<file path="src/rtl/ram_rmw_bridge.sv">
// ram_rmw_bridge: byte-enabled load/store bridge in front of a single-port,
// full-word-write RAM with a 1-cycle registered read. Partial-word stores
// become read-modify-write sequences. One request is in flight at a time.
//
// Ports:
//   clk, rst                 clock, synchronous active-high reset
//   req_valid/req_ready      request handshake (req_ready = IDLE and not rst)
//   req_addr/we/be/wdata     byte address, store flag, byte enables, store data
//   rsp_valid/rsp_ready      response handshake
//   rsp_rdata/rsp_err        load data (0 for stores/errors), misalign error
//   ram_we/addr/din/dout     downstream RAM port (word-aligned byte address)
//
// Optional feature: define RAM_RMW_BRIDGE_ALIGN_CHECK_EN to reject requests
// with req_addr[1:0] != 0 (error response, no RAM access). Otherwise the low
// address bits are ignored and rsp_err stays 0.
module ram_rmw_bridge #(
   parameter int unsigned MEM_SIZE = 4096,
   parameter int unsigned ADDR_W   = $clog2(MEM_SIZE * 4)
) (
   input  logic              clk,
   input  logic              rst,
   input  logic              req_valid,
   output logic              req_ready,
   input  logic [ADDR_W-1:0] req_addr,
   input  logic              req_we,
   input  logic [3:0]        req_be,
   input  logic [31:0]       req_wdata,
   output logic              rsp_valid,
   input  logic              rsp_ready,
   output logic [31:0]       rsp_rdata,
   output logic              rsp_err,
   output logic              ram_we,
   output logic [ADDR_W-1:0] ram_addr,
   output logic [31:0]       ram_din,
   input  logic [31:0]       ram_dout
);

   localparam int unsigned WORD_W = ADDR_W - 2;

   // Address width must cover the RAM depth exactly.
   if (ADDR_W != $clog2(MEM_SIZE * 4)) begin : g_cfg_mismatch
      $error("ram_rmw_bridge: ADDR_W does not match MEM_SIZE");
   end

   typedef enum logic [2:0] {
      IDLE,
      RD,
      CAP,
      WR,
      RESP
   } state_t;

   state_t            state_q, state_d;
   logic [WORD_W-1:0] addr_q, addr_d;
   logic              we_q, we_d;
   logic [3:0]        be_q, be_d;
   logic [31:0]       wdata_q, wdata_d;
   logic [31:0]       rdata_q, rdata_d;
   logic [31:0]       din_q, din_d;
   logic              valid_q, valid_d;
   logic              err_q, err_d;
   logic              ram_we_q, ram_we_d;
   logic              misaligned_c;
   logic [31:0]       merged_c;

`ifdef RAM_RMW_BRIDGE_ALIGN_CHECK_EN
   assign misaligned_c = (req_addr[1:0] != 2'b00);
`else
   logic unused_low_addr;
   assign misaligned_c    = 1'b0;
   assign unused_low_addr = ^req_addr[1:0];
`endif

   // Byte merge of latched store data over the word read back from RAM.
   always_comb begin
      merged_c = ram_dout;
      for (int i = 0; i < 4; i++) begin
         if (be_q[i]) merged_c[8*i +: 8] = wdata_q[8*i +: 8];
      end
   end

   // Next-state and next-output decode.
   always_comb begin
      state_d = state_q;
      addr_d  = addr_q;
      we_d    = we_q;
      be_d    = be_q;
      wdata_d = wdata_q;
      rdata_d = rdata_q;
      din_d   = din_q;
      err_d   = err_q;

      case (state_q)
         IDLE: begin
            if (req_valid) begin
               addr_d  = req_addr[ADDR_W-1:2];
               we_d    = req_we;
               be_d    = req_be;
               wdata_d = req_wdata;
               rdata_d = 32'h0;
               err_d   = 1'b0;
               if (misaligned_c) begin
                  state_d = RESP;
                  err_d   = 1'b1;
               end else if (!req_we || (req_be != 4'h0 && req_be != 4'hF)) begin
                  state_d = RD;
               end else if (req_be == 4'hF) begin
                  state_d = WR;
                  din_d   = req_wdata;
               end else begin
                  state_d = RESP;
               end
            end
         end
         RD:   state_d = CAP;
         CAP: begin
            if (we_q) begin
               state_d = WR;
               din_d   = merged_c;
            end else begin
               state_d = RESP;
               rdata_d = ram_dout;
            end
         end
         WR:   state_d = RESP;
         RESP: if (rsp_ready) state_d = IDLE;
         default: state_d = IDLE;
      endcase

      // Strobes are registered so they line up with the state they belong to.
      valid_d  = (state_d == RESP);
      ram_we_d = (state_d == WR);
   end

   // State and output registers.
   always_ff @(posedge clk) begin
      if (rst) begin
         state_q  <= IDLE;
         addr_q   <= '0;
         we_q     <= 1'b0;
         be_q     <= 4'h0;
         wdata_q  <= 32'h0;
         rdata_q  <= 32'h0;
         din_q    <= 32'h0;
         valid_q  <= 1'b0;
         err_q    <= 1'b0;
         ram_we_q <= 1'b0;
      end else begin
         state_q  <= state_d;
         addr_q   <= addr_d;
         we_q     <= we_d;
         be_q     <= be_d;
         wdata_q  <= wdata_d;
         rdata_q  <= rdata_d;
         din_q    <= din_d;
         valid_q  <= valid_d;
         err_q    <= err_d;
         ram_we_q <= ram_we_d;
      end
   end

   assign req_ready = (state_q == IDLE) && !rst;
   assign rsp_valid = valid_q;
   assign rsp_rdata = rdata_q;
   assign rsp_err   = err_q;
   assign ram_we    = ram_we_q;
   assign ram_din   = din_q;
   assign ram_addr  = {addr_q, 2'b00};

endmodule

</file>
<file path="config.mk">
export PLATFORM = sky130hd
export DESIGN_NAME = ram_rmw_bridge
export DESIGN_NICKNAME = d
export VERILOG_FILES = /design/src/rtl/ram_rmw_bridge.sv
export SDC_FILE = /design/constraint.sdc
export NUM_CORES = 1
export LEC_CHECK = 0
export ABC_AREA = 1
export BUFFER_PORTS_ARGS = -buffer_cell sky130_fd_sc_hd__buf_2
export CAP_MARGIN = 20
export CELL_PAD_IN_SITES_DETAIL_PLACEMENT = 0
export CELL_PAD_IN_SITES_GLOBAL_PLACEMENT = 1
export CORE_MARGIN = 5
export CORE_UTILIZATION = 31
export CTS_CLUSTER_DIAMETER = 60
export CTS_CLUSTER_SIZE = 8
export DETAILED_ROUTE_END_ITERATION = 12
export GPL_ROUTABILITY_DRIVEN = 0
export HOLD_SLACK_MARGIN = 0.12
export PLACE_DENSITY = 0.8
export SLEW_MARGIN = 20
export SYNTH_ARGS = -nofsm -noshare
export SYNTH_HDL_FRONTEND = slang
export SYNTH_SLANG_ARGS = --single-unit
</file>
<file path="constraint.sdc">
create_clock -name clk -period 1.97 [get_ports clk]
set_input_delay 0.591 -clock clk [delete_from_list [all_inputs] [get_ports clk]]
set_output_delay 0.591 -clock clk [all_outputs]
set_load 0.02 [all_outputs]
</file>
-- Yosys cells after proc, flatten, opt, wreduce, memory -nomap -nowiden
Index checks and enable logic that the tools add are counted.
- output and inout bits: 82
- register bits: 118
- reductions and logical operators: 11
- equal/unequal tests: 13
- muxes and demuxes: 18
- operators by type and width (kind ; number):
    32-bit two-way mux ; 6
    32-bit one-hot mux with 2 select lines ; 2
    8-bit two-way mux ; 4
    3-bit two-way mux ; 5
    3-bit one-hot mux with 5 select lines ; 1
    2-bit != test (second input constant) ; 5
    3-bit by 2-bit == test with 1-bit output (second input constant) ; 3
    3-bit == test (second input constant) ; 2
    5-bit AND reduction ; 1
    4-bit == test (second input constant) ; 1
    4-bit != test (second input constant) ; 1
    4-bit nonzero test ; 1
    3-bit by 1-bit == test with 1-bit output (second input constant) ; 1
    3-bit logical NOT ; 1
    3-bit AND reduction ; 1
    1-bit logical AND ; 2
    1-bit logical NOT ; 2
    2-bit AND reduction ; 1
    2-bit nonzero test ; 1
    1-bit logical OR ; 1

-- Logic depth before layout (Yosys ltp)
- depth after elaboration: 7
- gate-level depth with buffers: 10

-- Worst setup path after synthesis
No wires, ideal clock.
- kind: input -> output
- start point: input rst
- end point: output req_ready
- cell stages on the path: 4
- arrival: 1.494 ns
- data required time: 1.379 ns
- path slack: -0.115 ns
- path buffers: 3
- cells stage by stage: clkbuf_1 clkbuf_1 clkbuf_1 nor2_1
- longest elaborated chain between the ends: 2
- ends and longest elaborated chain (item ; line ; RTL):
    from (decl) ; 21 ; input logic rst,
    1-bit logical NOT ; 162 ; assign req_ready = (state_q == IDLE) && !rst;
    1-bit logical AND ; 162 ;
    to (decl) ; 23 ; output logic req_ready,
No other way between the ends.

-- Worst setup path in the final report
- start point: register state_q[0]
- end point: output req_ready
- longest elaborated chain between the ends: 2
- ends and longest elaborated chain (item ; line ; RTL):
    from (decl) ; 53 ; state_t state_q, state_d;
    from (signal assigned) ; 149 ; state_q <= state_d;
    3-bit logical NOT ; 162 ;
    1-bit logical AND ; 162 ;
No other way between the ends.

==> impl_metrics.yaml <==
logic_synthesis:
  synth_area_per_cell_um2: 6.46
  synth_cells: 804
  synthesis.area_um2: 5200
  ys_types: 23
  synth_top_cell_by_area: "dfxtp_1"
  ys.flop_type: "dfxtp_1"
  yosys-top-cells-count: "nand2_1, nor2_1, dfxtp_1"
  synth_edf_count: 0
  synth-async-reset-ratio_pct: 0
  synth_top_area_share_pct: 45.5
  ys_warn_count: 0
  yosysMostFrequentCell: "nand2_1"
  ys_ff_latch: 118
  yosysSeqAreaShare_pct: 45.5
  yosys-top-cells-area: "dfxtp_1, nand2_1, nor2_1"
global_routing:
  grt_max_degree: 86
  grt_antenna_before_repair: 0
  grt_pass1_vias: 4870
  grt_pass1_wl_um: 25100
  grt-ovfl-total: 0
  grtUsageTotal_pct: 16.0
setup_path:
  crit_family: "flip-flops"
  arrival_ns: 1.29
  slowest_stage: "dfxtp_1"
  end_kind: "output pin"
  max_stage_delay_ns: 0.36
  crit_required_ns: 1.38
  critPathKind: "reg -> out"
  path_cells: "nor2_4 -> nand2_1 -> nor2_2 -> buf_2"
  critPathBufInv: 1
  worstPathMaxFanout: 4
  startpoint_type: "register"
timing:
  maxSlewHeadroom_pct: 65.2
  rsz0062_at_grt: "false"
  tns_ns: 0
  hold_ws_ns: 0.425
  report.final.slew_viol_count: 0
  min_period_ns: 1.89
  setup_viol: 0
  skew_ns: 0.00415
  fmax_mhz: 530
  worstMarginPinSlew_ns: 0.521
  worst_slack_ns: 0.0844
  hold_violations: 0
  period_share_pct: 95.7
job:
  max_cap_viol_count: 0
die:
  dieArea_um2: 19500
  initial_core_util_pct: 31.5
  num_rows: 47
  die_width_um: 139
  ioPinCount: 169
  core_um2: 16500
  die_y_um: 139
drt:
  drt-wirelength-per-cell_um: 12.9
  route.detailed.drc: 0
  drt_iter0_markers: 235
  ant_nets: 0
  wirelength_um: 15400
  vias: 5087
  viasPerCell: 4.28
  firstDrtPassIters: 4
finish:
  antenna_cells: 0
  fin_nets: 1042
  area_delta_synth_final_pct: 31.5
  fin_area_um2: 6840
  drive_gt1_share_pct: 23.0
  num-fill-cells: 1805
power:
  total_power_mw: 7.02
  vdd_drop_max_mv: 0.561
  p_leak_nw: 3.48
  power.density_nw_per_um2: 1030
status:
  status: "finished, final reports clean"
worst_hold_path:
  hold_class: "in -> reg"
clock_network:
  clk_path_buf_depth: 2
  clock_latency_ns: 0.41
  cts_buffers: 17
  cts_tree: "built"
  htreeDepth: 4
  cts_resized: 0
  cts_setup_buffers: 0
  clock-sinks: 118
  clk_pin_slew_ns: 0.05
  hold_buffers: 0
  root_buffer: "clkbuf_16"
placed_design:
  dp_slack_ns: 0.211
  post_dp_cell_area_um2: 6210
  port_buffers: 163
  hpwlAfterDp_um: 10500
## per-layer routing
layer / track usage, % / vias up / part of all wire, %
met4: 5.51 / 0 / 1.5
met3: 5.18 / 17 / 6.3
li1: - / 2739 / -
met2: 25.6 / 108 / 45
met1: 20.3 / 2223 / 47
met5: 0 / - / 0
## sequential cells by signal (all words and copies together) (netlist names)
name and cells:
ram_din 32, rsp_rdata 32, be_q 4, state_q 3, we_q 1, ram_we 1, wdata_q 32, rsp_valid 1
addr_q 12
## cell type report
type | instances | area (um2) | area share, %
Sequential cell | 118 | 2360 | 34.6
Multi-Input combinational cell | 565 | 2330 | 34.0
Timing Repair Buffer | 182 | 996 | 14.6
Clock buffer | 23 | 488 | 7.14
Tap cell | 220 | 275 | 4.03
Inverter | 71 | 267 | 3.90
Clock inverter | 9 | 123 | 1.79
## cell usage in the layout, fill, tap and decap left out, drive strengths merged
cell type / instances
nand3: 6
clkinv: 6
conb: 3
nor2: 139
inv: 70
buf: 182
clkinvlp: 1
dfxtp: 118
nand2: 297
bufinv: 3
a21oi: 82
nor3: 2
clkbuf: 23
o21ai: 34
nand3b: 1
a31oi: 1
## worst min-delay path: cells and delay by family
family	cells	cell delay [ns]
buffers and inverters	1	0.09
and+or+nand+nor	1	0.05
AOI/OAI and AO/OA	1	0.05
## final timing paths
kind                          start                        end  slack [ns]  cells after the start
max           state_q[0]$_SDFF_PP0_                  req_ready        0.08                      4
min                     req_addr[2]     addr_q[0]$_SDFFE_PP0P_        0.43                      3
max reg2reg   state_q[0]$_SDFF_PP0_  rsp_rdata[2]$_SDFFE_PP0P_        0.39                      9
min reg2reg  addr_q[2]$_SDFFE_PP0P_     addr_q[2]$_SDFFE_PP0P_        0.46                      2
## power by group
part	switching, mW	total (mW)	internal, mW
clock network	1.07	3.18	2.11
logic	0.745	1.16	0.410
registers	0.110	2.68	2.57
total	1.93	7.02	5.09
## cell families after synthesis
logic type,share of synthesized area (%)
compound gates,11.3
other cells,0.0722
flops,45.5
simple gates,33.1
buf+inv,10.1
## through the flow
stage	std cells	utilization [%]
2_1_floorplan	806	-
3_3_place_gp	1154	37.6
3_5_place_dp	1154	37.6
4_1_cts	1186	41.3
5_1_grt	1188	41.4
6_report	1188	41.4
Note: power is estimated with default switching activity, not from simulation.
